[src/rtl/stopwatch_ctrl.sv]
// Stopwatch control FSM: debounces start/lap keys into press events and sequences
// the counter enable/clear and display hold through IDLE/RUN/PAUSE/LAP.

module stopwatch_ctrl_db #(
  parameter int DEBOUNCE_CYCLES = 250000
) (
  input  logic clk_i,
  input  logic rst_ni,
  input  logic key_ni,
  output logic press_o
);
  localparam int CW = (DEBOUNCE_CYCLES > 1) ? $clog2(DEBOUNCE_CYCLES) : 1;
  localparam logic [CW-1:0] CMAX = CW'(DEBOUNCE_CYCLES - 1);

  logic          sync1_q, sync2_q;
  logic          deb_q, deb_d;
  logic [CW-1:0] cnt_q, cnt_d;
  logic          flip;

  assign flip = (sync2_q != deb_q) && (cnt_q == CMAX);

  always_comb begin
    cnt_d = '0;
    deb_d = deb_q;
    if (sync2_q != deb_q) begin
      if (flip) deb_d = sync2_q;
      else      cnt_d = cnt_q + 1'b1;
    end
  end

  // Pulse coincides with the edge that drops the debounced level, so the FSM acts on that edge.
  assign press_o = flip && !sync2_q;

  always_ff @(posedge clk_i) begin
    if (!rst_ni) begin
      sync1_q <= 1'b1;
      sync2_q <= 1'b1;
      deb_q   <= 1'b1;
      cnt_q   <= '0;
    end else begin
      sync1_q <= key_ni;
      sync2_q <= sync1_q;
      deb_q   <= deb_d;
      cnt_q   <= cnt_d;
    end
  end
endmodule

module stopwatch_ctrl #(
  parameter int               WIDTH           = 16,
  parameter logic [WIDTH-1:0] MAX_COUNT       = '1,
  parameter int               DEBOUNCE_CYCLES = 250000
) (
  input  logic             CLOCK_50,
  input  logic             rst_n,
  input  logic             key_start_n,
  input  logic             key_lap_n,
  input  logic             tick,
  input  logic [WIDTH-1:0] count,
  output logic             count_en,
  output logic             count_clr,
  output logic             disp_hold,
  output logic [1:0]       state,
  output logic             at_max
);
  typedef enum logic [1:0] {IDLE = 2'b00, RUN = 2'b01, PAUSE = 2'b10, LAP = 2'b11} state_e;

  state_e     state_q;
  logic       hold_q, clr_q, at_max_q;
  logic [1:0] key_n, press;
  logic       start_ev, lap_ev;

  assign key_n = {key_lap_n, key_start_n};

  for (genvar k = 0; k < 2; k++) begin : g_key
    stopwatch_ctrl_db #(.DEBOUNCE_CYCLES(DEBOUNCE_CYCLES)) u_db (
      .clk_i   (CLOCK_50),
      .rst_ni  (rst_n),
      .key_ni  (key_n[k]),
      .press_o (press[k])
    );
  end

  assign start_ev = press[0];
  assign lap_ev   = press[1];

  // Saturation beats keys in RUN/LAP; start beats lap everywhere.
  always_ff @(posedge CLOCK_50) begin
    if (!rst_n) begin
      state_q  <= IDLE;
      hold_q   <= 1'b0;
      clr_q    <= 1'b1;
      at_max_q <= 1'b0;
    end else begin
      clr_q    <= 1'b0;
      hold_q   <= 1'b0;
      at_max_q <= (count == MAX_COUNT);
      case (state_q)
        IDLE:  if (start_ev) state_q <= RUN;
        RUN: begin
          if (at_max_q || start_ev) state_q <= PAUSE;
          else if (lap_ev) begin
            state_q <= LAP;
            hold_q  <= 1'b1;
          end
        end
        LAP: begin
          if (at_max_q || start_ev) state_q <= PAUSE;
          else if (lap_ev)          state_q <= RUN;
          else                      hold_q  <= 1'b1;
        end
        PAUSE: begin
          if (start_ev) state_q <= RUN;
          else if (lap_ev) begin
            state_q <= IDLE;
            clr_q   <= 1'b1;
          end
        end
        default: state_q <= IDLE;
      endcase
    end
  end

  assign count_en  = tick && (state_q == RUN || state_q == LAP) && !at_max_q;
  assign count_clr = clr_q;
  assign disp_hold = hold_q;
  assign state     = state_q;
  assign at_max    = at_max_q;
endmodule

[config.mk]
export PLATFORM = sky130hd
export DESIGN_NAME = stopwatch_ctrl
export DESIGN_NICKNAME = d
export VERILOG_FILES = /design/src/rtl/stopwatch_ctrl.sv
export SDC_FILE = /design/constraint.sdc
export NUM_CORES = 1
export LEC_CHECK = 0
export BUFFER_PORTS_ARGS = -buffer_cell sky130_fd_sc_hd__buf_2
export CORE_ASPECT_RATIO = 1.75
export CORE_MARGIN = 1
export CORE_UTILIZATION = 57
export DETAILED_ROUTE_END_ITERATION = 6
export PLACE_DENSITY = 0.77
export SLEW_MARGIN = 25
export SYNTH_ARGS = -nofsm -noshare
export SYNTH_HDL_FRONTEND = slang
export SYNTH_HIERARCHICAL = 1
export SYNTH_SLANG_ARGS = --single-unit
[constraint.sdc]
create_clock -name CLOCK_50 -period 2.6 [get_ports CLOCK_50]
set_clock_uncertainty 0.2 [all_clocks]
set_input_delay 0.26 -clock CLOCK_50 [delete_from_list [all_inputs] [get_ports CLOCK_50]]
set_output_delay 0.26 -clock CLOCK_50 [all_outputs]
set_load 0.01 [all_outputs]
# ---- Word-level counts from Yosys, hierarchy flattened
# Index checks and enable logic that the tools add are counted.
dict set report word_totals {
  regBits 47
  inputBits 21
  out_inout_bits 6
}
dict set report op_classes {
  add_sub_neg 2
  eq_ne 12
  n_mux 15
  bitwise_logic 3
  reduce_logical 17
}
# cell count
set ops {}
lappend ops {{adder 18 x 1 -> 18 bit, second input constant} 2}
lappend ops {{equality test 18 bit, second input constant} 2}
lappend ops {{equality test 16 bit, second input constant} 1}
lappend ops {{two-way mux 2 bit} 7}
lappend ops {{inequality test 3 x 2 -> 1 bit, second input constant} 3}
lappend ops {{one-hot mux 2 bit (4 select lines)} 1}
lappend ops {{logical AND 1 bit} 6}
lappend ops {{two-way mux 1 bit} 6}
lappend ops {{OR reduction 3 bit} 2}
lappend ops {{equality test 2 bit, second input constant} 2}
lappend ops {{AND reduction 2 bit} 2}
lappend ops {{AND reduction 4 bit} 1}
lappend ops {{zero test 1 bit} 3}
lappend ops {{NOT 1 bit} 3}
lappend ops {{equality test 2 x 1 -> 1 bit, second input constant} 1}
lappend ops {{zero test 2 bit} 1}
lappend ops {{logical OR 1 bit} 2}
lappend ops {{inequality test 1 bit} 2}
lappend ops {{inequality test 2 bit, second input constant} 1}
lappend ops {{one-hot mux 1 bit (2 select lines)} 1}

# ---- Depth between registers and ports, before layout
# Gate-level depths: netlist (run 1).
dict set report depth {
  depth_word 6
  ltp_mapped 8
  ltp_nobuf 8
}

# ---- Hierarchy
# The synthesis (run 1) kept the hierarchy.
# module n_inst cells_per_inst area_per_inst_um2 seq_area_each_um2
set by_module_without_submodules {}
lappend by_module_without_submodules {stopwatch_ctrl_db 2 104 947.2 420.4}
lappend by_module_without_submodules {stopwatch_ctrl 1 24 232.7 100.1}

# ---- Worst setup path after synthesis (run 1)
# OpenSTA, ideal clock, no wires.
dict set report synth_timing {
  path_type {flip-flop to flip-flop}
  startpoint {reg g_key[1].u_db.cnt_q[0]}
  endpoint {reg state_q[1] (netlist: state[1])}
  arrival_ns 2.062
  slack_ns 0.280
  path_stages_with_launch 9
  path_buffers 0
  cell_sequence {dfxtp_1 ha_1 nand3_2 or4_4 or2_4 nor3b_2 nand2b_1 a21boi_0 o21a_1}
}
dict set report synth_between {
  elab_chain_cells 5
  word_cells_on_any_way 7
  classes_between {4 x eq/ne; 3 x reduce/logical}
}
# item line
set synth_lines {}
lappend synth_lines {{from (decl)} 17} ;# logic [CW-1:0] cnt_q, cnt_d;
lappend synth_lines {{from (signal assigned)} 44} ;# cnt_q <= cnt_d;
lappend synth_lines {{equality test 18 bit *} 20} ;# assign flip = (sync2_q != deb_q) && (cnt_q == CMAX);
lappend synth_lines {{logical AND 1 bit *} 20}
lappend synth_lines {{logical AND 1 bit *} 32} ;# assign press_o = flip && !sync2_q;
lappend synth_lines {{net lap_ev} 71} ;# logic start_ev, lap_ev;
lappend synth_lines {{inequality test 3 x 2 -> 1 bit (no source line)} --}
lappend synth_lines {{AND reduction 4 bit (no source line) *} --}
lappend synth_lines {{to (signal assigned)} 90} ;# state_q <= IDLE;
lappend synth_lines {{to (signal assigned)} 99} ;# IDLE: if (start_ev) state_q <= RUN;
lappend synth_lines {{to (signal assigned)} 101} ;# if (at_max_q || start_ev) state_q <= PAUSE;
lappend synth_lines {{to (decl)} 68} ;# state_e state_q;
# Mark *: on every way through the listed nets, which the timed path passes. The rest lies on a longest branch.
# A chain may end at the register's enable or synchronous reset.

# ---- Worst setup path after layout (run 1)
# Same ends and word-level chain as after synthesis.

==> results of run 1 <==
cell usage after synthesis (3+ instances only):
cell	number	area share
or3_1	4	0.012
a21oi_1	3	0.0071
nand2_1	13	0.023
nor2_1	37	0.065
nor3_1	6	0.014
nand3_1	15	0.035
nand4_1	12	0.035
xnor2_1	26	0.11
nor4_1	14	0.041
xor2_1	6	0.025
o21ai_0	4	0.0094
nand2b_1	8	0.024
dfxtp_1	47	0.44
nor4b_1	4	0.016
worst min-delay path: stages:
cell and delay, ns:
buf_2 0.10, nand3_1 0.07, nor4_2 0.04
timing repair:
action,CTS,global route
hold endpoints to repair,2,0
hold buffers,2,0
endpoints found under the setup margin,0,1
gates resized for setup,0,4
per-stage QoR:
step | hold slack, ns | cell area [sq um] | total power [mW]
6_report | 0.0165 | 2440 | 1.30
5_1_grt | 0.0174 | 2440 | 1.35
4_1_cts | 0.00977 | 2430 | 1.32
3_5_place_dp | 0.196 | 2290 | 0.774
3_3_place_gp | 0.197 | 2290 | 0.773
2_1_floorplan | 0.122 | 2130 | 0.756
final timing paths:
kind | endpoint | cells after the start | slack, ns | from
max | state[1] | 8 | 0.16 | g_key[1].u_db/cnt_q[0]
min | at_max | 3 | 0.02 | count[13]
max reg2reg | state[1] | 8 | 0.16 | g_key[1].u_db/cnt_q[0]
min reg2reg | g_key[0].u_db/sync2_q | 1 | 0.22 | g_key[0].u_db/sync1_q
registers in the layout (all words and copies together) (netlist names):
name,flops
g_key.u_db/sync2_q,2
g_key.u_db/sync1_q,2
disp_hold,1
at_max,1
count_clr,1
g_key.u_db/cnt_q,36
g_key.u_db/deb_q,2
state,2
metal layers:
metal / routed length (um) / share of wire
met2: 2580 / 0.60
met3: 91 / 0.021
met1: 1580 / 0.37
met4: 52 / 0.012
met5: 0 / 0
cell type report:
cell class	instances	area, sq um	share of cell area
Multi-Input combinational cell	181	1170	0.478
Clock inverter	2	35.0	0.0144
Tap cell	46	57.6	0.0236
Inverter	2	7.51	0.00308
Clock buffer	6	82.6	0.0338
Timing Repair Buffer	28	150	0.0615
Sequential cell	47	941	0.385
power groups by stage:
stage / clock network, mW / logic (mW) / registers [mW]
final: 0.541 / 0.0333 / 0.727
after global routing: 0.589 / 0.0366 / 0.728
after CTS: 0.556 / 0.0330 / 0.727
after detailed placement: 0 / 0.0305 / 0.744
after global placement: 0 / 0.0297 / 0.744
after floorplan: 0 / 0.0120 / 0.744
cell families (layout without fill, tap and decap cells):
family / Yosys count / count (layout) / share of synthesized area
muxes: 1 / 1 / 0.00471
and+or+nand+nor: 133 / 133 / 0.349
xor gates and xnor gates: 32 / 32 / 0.132
adders and majority gates: 2 / 2 / 0.0118
DFF: 47 / 47 / 0.442
buffers and inverters: 4 / 38 / 0.0141
AOI/OAI and AO/OA: 13 / 13 / 0.0459
==> flow_metrics.py, run 1 <==
metrics = {
    "setup_path": {
        "path_max_fanout": 5,
        "critPathKind": "reg2reg",
        "max_stage_delay_ns": 0.56,
        "critPathSlowestCell": "or4_4",
        "crit_required_ns": 2.64,
        "crit_arrival_ns": 2.48,
        "worst_setup_path_start_kind": "flip-flop",
        "path_cells": "ha_2 -> nand3_2 -> or4_4 -> or2_4 -> nor3b_4 -> nand2b_1 -> a21boi_1 -> o21a_1",
        "cp-end-kind": "flip-flop",
        "critPathBufInv": 0,
        "cp_top_family": "simple AND/OR/NAND/NOR gates",
    },
    "routing": {
        "wl_um": 4300,
        "vias": 1742,
        "drt_first_pass_iters": 4,
        "viasPerCell": 5.58,
        "final_antenna_net_count": 0,
        "drt-initial-drc-count": 54,
        "drt-wirelength-per-cell_um": 13.8,
        "drc": 0,
    },
    "global_routing": {
        "top_usage_layer": "met2",
        "met3_usage": 0.0522,
        "grt_max_degree": 18,
        "globalRouteOverflowTotal": 0,
        "use_met1": 0.217,
        "use_met2": 0.429,
        "track_usage": 0.234,
        "grt_pass1_wl_um": 6780,
        "grt_pass1_vias": 1661,
        "antenna_found_initial": 0,
    },
    "placed_design": {
        "routabilityCongestion": 0.823,
        "io_buffers": 26,
        "placed_cells": 302,
        "post-dp-hpwl_um": 3080,
        "post-place-ws_ns": 0.0736,
    },
    "clocking": {
        "clk_pin_slew_ns": 0.08,
        "clk_latency_ns": 0.29,
        "cts.sinks": 47,
        "cts_buffer_depth": 2,
        "cts_buffers": 5,
        "cts_tree": "done",
        "cts_root_buf": "clkbuf_8",
        "cts_setup_buffers": 0,
        "cts-htree-levels": 2,
    },
    "logic_synthesis": {
        "synth.avg_cell_area_sq_um": 9.17,
        "ys_types": 35,
        "syn_inst": 232,
        "ys_ff_latch": 47,
        "synthArstFlopShare": 0,
        "yosys_warnings": 6,
        "synth_edf_count": 0,
        "ys.flop_type": "dfxtp_1",
        "netlist_area_sq_mm": 0.00213,
        "synth_nets": 255,
        "ys_seq_area_frac": 0.442,
    },
    "sta": {
        "slew_headroom": 0.688,
        "max_freq_mhz": 410,
        "slew_violations": 0,
        "setup_slack_ns": 0.163,
        "min_period_ns": 2.44,
        "fin_crit_sh": 0.937,
        "finalSetupViolations": 0,
        "tns_ns": 0,
        "rsz0062_at_grt": "no",
        "worst_pin_slew_ns": 0.461,
        "hold_viol": 0,
    },
    "final_layout": {
        "finalNetCount": 288,
        "final_cell_mix": "47 x dfxtp_1, 37 x nor2_1, 26 x xnor2_1, 26 x buf_2, 15 x nand3_1",
        "area_delta_synth_final_pct": 14.8,
        "fin_util": 0.680,
        "n_fill_cell": 289,
        "drive_gt1_frac": 0.184,
        "final_common_cell": "dfxtp_1",
        "final_cells": 312,
        "antenna_cells": 0,
    },
    "pwr": {
        "sw_frac_of_total": 0.191,
        "seqPwrFrac": 0.559,
        "power.leakage_nw": 0.723,
        "clkPwrFrac": 0.416,
        "vdd_drop_max_uv": 477,
        "combPwrFrac": 0.026,
        "p_int_mw": 1.05,
        "p_per_area_mw_per_mm2": 533,
        "netSwitchingPower_mw": 0.249,
    },
    "run_status": {
        "run_status": "finished, final reports clean",
    },
    "die": {
        "die_area_sq_mm": 0.00399,
        "coreArea_sq_mm": 0.00359,
        "die-width_um": 48.2,
        "io_pins": 27,
        "rows": 29,
        "start_util": 0.592,
        "die_h_um": 82.8,
    },
    "run": {
        "maxCapViolCount": 0,
    },
    "hold_path": {
        "hold_class": "in2reg",
    },
}
Power figures use the tool's default switching activity.
==> inputs of run 2 (changes only) <==
--- a/config.mk
+++ b/config.mk
@@ -11,6 +11,7 @@
 export CORE_UTILIZATION = 57
 export DETAILED_ROUTE_END_ITERATION = 6
 export PLACE_DENSITY = 0.77
+export REMOVE_ABC_BUFFERS = 1
 export SLEW_MARGIN = 25
 export SYNTH_ARGS = -nofsm -noshare
 export SYNTH_HDL_FRONTEND = slang
==> run 2 against run 1 <==
- register-to-register slack got worse by 0.06 ns
- routed wire length decreased by 1.8%
- final cell count unchanged
- combinational power about the same
- non-clock buffer count unchanged
- critical path type unchanged
- first-iteration DRC count decreased by 26%
- global-route usage increased by 0.81 points
- sequential share of layout area increased by 0.36 points
- clock power decreased by 16%
- critical path depth unchanged
==> flow_metrics.py, run 2 (synthesized netlist as in run 1, its figures left out) <==
metrics = {
    "setup_path": {
        "reg2reg_depth": 8,
        "path_cells": "ha_2 -> nand3_2 -> or4_4 -> or2_4 -> nor3b_2 -> nor2_1 -> a21boi_0 -> o21a_1",
        "max_stage_delay_ns": 0.55,
        "critPathKind": "reg2reg",
        "cp_top_family": "simple AND/OR/NAND/NOR gates",
        "critPathBufInv": 0,
        "crit_arrival_ns": 2.54,
        "path_depth": 8,
        "worst_setup_path_start_kind": "flip-flop",
        "critPathSlowestCell": "or4_4",
        "path_max_fanout": 5,
        "cp-end-kind": "flip-flop",
        "crit_required_ns": 2.65,
    },
    "clocking": {
        "cts_root_buf": "clkbuf_8",
        "cts_buffer_depth": 2,
        "cts_tree": "done",
        "cts.sinks": 47,
        "cts_buffers": 5,
        "cts-htree-levels": 2,
        "clk_pin_slew_ns": 0.08,
        "cts_setup_buffers": 0,
        "clk_latency_ns": 0.30,
    },
    "global_routing": {
        "grt_pass1_vias": 1711,
        "globalRouteOverflowTotal": 0,
        "track_usage": 0.242,
        "grt_max_degree": 18,
        "grt_pass1_wl_um": 7000,
        "antenna_found_initial": 0,
    },
    "run_status": {
        "run_status": "finished, final reports clean",
    },
    "pwr": {
        "netSwitchingPower_mw": 0.254,
        "sw_frac_of_total": 0.210,
        "power.leakage_nw": 0.711,
        "power_mw": 1.21,
        "seqPwrFrac": 0.599,
        "p_int_mw": 0.960,
        "vdd_drop_max_uv": 513,
        "p_per_area_mw_per_mm2": 502,
        "clkPwrFrac": 0.374,
        "combPwrFrac": 0.027,
    },
    "sta": {
        "slew_headroom": 0.683,
        "fin_crit_sh": 0.959,
        "max_freq_mhz": 401,
        "tns_ns": 0,
        "finalSetupViolations": 0,
        "hold_viol": 0,
        "slew_violations": 0,
        "hold_ws_ns": 0.00766,
        "min_period_ns": 2.49,
        "setup_slack_ns": 0.107,
        "worst_pin_slew_ns": 0.473,
    },
    "routing": {
        "drt-initial-drc-count": 40,
        "drt-wirelength-per-cell_um": 13.5,
        "wl_um": 4220,
        "final_antenna_net_count": 0,
        "viasPerCell": 5.53,
        "drt_first_pass_iters": 4,
        "drc": 0,
        "vias": 1725,
    },
    "placed_design": {
        "routabilityCongestion": 0.824,
        "post-place-ws_ns": 0.103,
        "post-dp-hpwl_um": 3100,
        "placed_cells": 302,
        "io_buffers": 26,
        "place_area_sq_mm": 0.00229,
    },
    "die": {
        "die_area_sq_mm": 0.00399,
        "io_pins": 27,
        "start_util": 0.592,
        "coreArea_sq_mm": 0.00359,
        "die-width_um": 48.2,
        "rows": 29,
        "die_h_um": 82.8,
    },
    "final_layout": {
        "final_cells": 312,
        "fin_util": 0.673,
        "drive_gt1_frac": 0.180,
        "final_cell_mix": "47 x dfxtp_1, 37 x nor2_1, 26 x xnor2_1, 26 x buf_2, 15 x nand3_1",
        "area_delta_synth_final_pct": 13.7,
        "largest_reg_flops": 36,
        "finalNetCount": 288,
        "final_cell_area_sq_mm": 0.00242,
        "antenna_cells": 0,
        "final_common_cell": "dfxtp_1",
        "regMostFlops": "g_key.u_db/cnt_q",
    },
    "hold_path": {
        "hold_depth": 3,
        "hold_class": "in2reg",
    },
    "run": {
        "maxCapViolCount": 0,
    },
}
## run 2: timing repair
item | 4_1_cts | 5_1_grt
hold buffers | 2 | 0
setup endpoints to repair | 0 | 1
hold endpoints to repair | 2 | 0
resized for setup | 0 | 3
## run 2: final timing paths
check	slack, ns	to	startpoint
worst max-delay path	0.11	state[1]	g_key[0].u_db/cnt_q[0]
worst min-delay path	0.008	at_max	count[13]
worst max register to register	0.11	state[1]	g_key[0].u_db/cnt_q[0]
worst min register to register	0.21	g_key[0].u_db/sync2_q	g_key[0].u_db/sync1_q
## run 2: metal layers
metal	share of wire	global-route usage	wire (um)	vias up
li1	-	-	-	886
met1	0.40	0.234	1670	811
met2	0.56	0.417	2350	20
met3	0.018	0.0565	76	8
met4	0.028	0.146	120	0
met5	0	0	0	-
## run 2: final cells by class
| class | instances | area [sq um] |
|---|---|---|
| fillers | 311 | 1170 |
| multi-input cells | 181 | 1170 |
| flip-flops and latches | 47 | 941 |
| repair buffers | 28 | 150 |
| clock buffers | 7 | 86.3 |
| well taps | 46 | 57.6 |
| clock inverters | 1 | 8.76 |
| inverters | 2 | 7.51 |
## run 2: power groups by stage
stage               combinational [mW]  clock, mW  sequential [mW]
detailed placement              0.0306          0            0.744
global route                    0.0369      0.493            0.728
floorplan                       0.0103          0            0.744
global placement                0.0299          0            0.743
finish                          0.0330      0.454            0.727
CTS                             0.0331      0.475            0.727
## run 2: worst register-to-register path: cells and delay by family, from the launching register on
kind	cells	cell delay, ns
fa+ha+maj	1	0.25
flops	1	0.42
simple gates	5	1.26
compound gates	2	0.30
==> inputs of run 3 (changes only) <==
--- a/config.mk
+++ b/config.mk
@@ -8,9 +8,10 @@
 export BUFFER_PORTS_ARGS = -buffer_cell sky130_fd_sc_hd__buf_2
 export CORE_ASPECT_RATIO = 1.75
 export CORE_MARGIN = 1
-export CORE_UTILIZATION = 57
+export CORE_UTILIZATION = 59
+export CTS_BUF_LIST = sky130_fd_sc_hd__clkbuf_8
 export DETAILED_ROUTE_END_ITERATION = 6
-export PLACE_DENSITY = 0.77
+export PLACE_DENSITY = 0.79
 export REMOVE_ABC_BUFFERS = 1
 export SLEW_MARGIN = 25
 export SYNTH_ARGS = -nofsm -noshare
==> run 3 against run 2 <==
- sequential cell count is the same
- sequential power is essentially flat
- die area shrank 3.3%
- clock-buffer cell count shrank 2
- maximum frequency grew 0.95%
- critical endpoint unchanged
- largest cell class unchanged
- highest routed layer unchanged
==> flow_metrics.py, run 3 (synthesized netlist as in run 1, its figures left out) <==
metrics = {
    "pwr": {
        "power.leakage_nw": 0.718,
        "p_per_area_mw_per_mm2": 518,
        "vdd_drop_max_uv": 526,
    },
    "clocking": {
        "clk_pin_slew_ns": 0.08,
        "cts_setup_buffers": 0,
        "cts_tree": "done",
        "cts_root_buf": "clkbuf_8",
        "cts_buffers": 5,
        "cts-htree-levels": 2,
        "cts_buffer_depth": 2,
        "cts.sinks": 47,
        "clk_latency_ns": 0.29,
    },
    "final_layout": {
        "largest_reg_flops": 36,
        "finalNetCount": 288,
        "fin_util": 0.715,
        "n_fill_cell": 279,
        "regMostFlops": "g_key.u_db/cnt_q",
        "regArea_sq_um": 941,
        "final_common_cell": "dfxtp_1",
        "final_cells": 310,
        "final_cell_mix": "47 x dfxtp_1, 37 x nor2_1, 26 x xnor2_1, 26 x buf_2, 15 x nand3_1",
        "antenna_cells": 0,
        "area_delta_synth_final_pct": 14.3,
        "multi_input_area_sq_mm": 0.00117,
        "final_cell_area_sq_mm": 0.00243,
        "drive_gt1_frac": 0.177,
    },
    "hold_path": {
        "hold_depth": 3,
        "hold_class": "in2reg",
        "hp-start": "count[13]",
        "hold_path_end": "at_max",
    },
    "die": {
        "die_h_um": 81.4,
        "die-width_um": 47.4,
        "rows": 28,
        "coreArea_sq_mm": 0.00340,
        "die_area_sq_mm": 0.00386,
        "start_util": 0.626,
        "io_pins": 27,
    },
    "sta": {
        "worst_pin_slew_ns": 0.473,
        "fin_crit_sh": 0.950,
        "slew_violations": 0,
        "max_freq_mhz": 405,
        "hold_viol": 0,
        "slew_headroom": 0.683,
        "min_period_ns": 2.47,
        "finalSetupViolations": 0,
    },
    "routing": {
        "drt_first_pass_iters": 4,
        "drc": 0,
        "vias": 1762,
        "drt-wirelength-per-cell_um": 13.9,
        "final_antenna_net_count": 0,
        "drt-initial-drc-count": 51,
        "wl_um": 4320,
        "viasPerCell": 5.68,
    },
    "global_routing": {
        "use_met2": 0.459,
        "track_usage": 0.237,
        "met3_usage": 0.0527,
        "grt_pass1_vias": 1600,
        "use_met1": 0.215,
        "globalRouteOverflowTotal": 0,
        "grt_pass1_wl_um": 6480,
        "top_usage_layer": "met2",
        "grt_max_degree": 18,
        "antenna_found_initial": 0,
    },
    "placed_design": {
        "io_buffers": 26,
        "routabilityCongestion": 0.810,
        "place_area_sq_mm": 0.00229,
        "placed_cells": 301,
        "post-dp-hpwl_um": 3070,
    },
    "setup_path": {
        "r2r_slack_ns": 0.13,
        "reg2reg_depth": 8,
        "worst_setup_path_start_kind": "flip-flop",
        "critPathBufInv": 0,
        "critPathKind": "reg2reg",
        "path_max_fanout": 5,
        "crit_arrival_ns": 2.52,
        "cp-end-kind": "flip-flop",
        "r2r_start": "g_key[1].u_db/cnt_q[0]",
        "path_cells": "ha_2 -> nand3_2 -> or4_4 -> or2_4 -> nor3b_4 -> nand2b_1 -> a21boi_0 -> o21a_1",
        "cp_top_family": "simple AND/OR/NAND/NOR gates",
        "r2r_end": "state[1]",
        "critPathSlowestCell": "or4_4",
        "max_stage_delay_ns": 0.55,
        "crit_required_ns": 2.65,
    },
    "run": {
        "maxCapViolCount": 0,
    },
    "run_status": {
        "run_status": "finished, final reports clean",
    },
}
-- run 3: per-stage QoR --
stage          setup WS [ns]  total power, mW  hold WS (ns)  TNS, ns
5_1_grt              -0.0211             1.30        0.0168  -0.0211
2_1_floorplan          0.280            0.754         0.122        0
3_3_place_gp           0.161            0.773         0.191        0
4_1_cts               0.0589             1.27       0.00429        0
3_5_place_dp          0.0806            0.774         0.200        0
6_report               0.130             1.26        0.0130        0
-- run 3: worst max path at each step --
stage | from | to | cells after the start
4_1_cts | g_key[1].u_db/cnt_q[0] | state[1] | 8
2_1_floorplan | g_key[1].u_db/cnt_q[0] | state[1] | 8
3_5_place_dp | g_key[1].u_db/cnt_q[0] | state[1] | 8
6_report | g_key[1].u_db/cnt_q[0] | state[1] | 8
5_1_grt | g_key[0].u_db/cnt_q[0] | state[1] | 8
3_3_place_gp | g_key[1].u_db/cnt_q[0] | state[1] | 8
-- run 3: worst register-to-register path: cells and delay by family, from the launching register on --
kind | cells | cell delay, ns
adder cells (fa/ha/maj) | 1 | 0.25
AND/OR/NAND/NOR | 5 | 1.24
AO/OA/AOI/OAI | 2 | 0.33
flip-flops | 1 | 0.40
-- run 3: layout make-up --
cell class / count / area share
repair buffers: 28 / 0.0618
clock buffers: 5 / 0.0283
multi-input cells: 181 / 0.483
inverters: 2 / 0.00309
well taps: 45 / 0.0232
clock inverters: 2 / 0.0139
flip-flops and latches: 47 / 0.387
-- run 3: power breakdown --
part / switching, mW / internal (mW) / total [mW]
Combinational: 0.0146 / 0.0180 / 0.0327
Clock: 0.222 / 0.278 / 0.500
Sequential: 0.00340 / 0.724 / 0.727
-- run 3: layer usage --
layer	vias up	share of wire
met2	38	0.58
met5	-	0
met3	8	0.025
li1	884	-
met1	832	0.38
met4	0	0.018
-- run 3: timing repair --
action / 4_1_cts / 5_1_grt
setup endpoints to repair: 0 / 2
gates resized for setup: 0 / 4
hold endpoints to repair: 2 / 0
hold buffers: 2 / 0
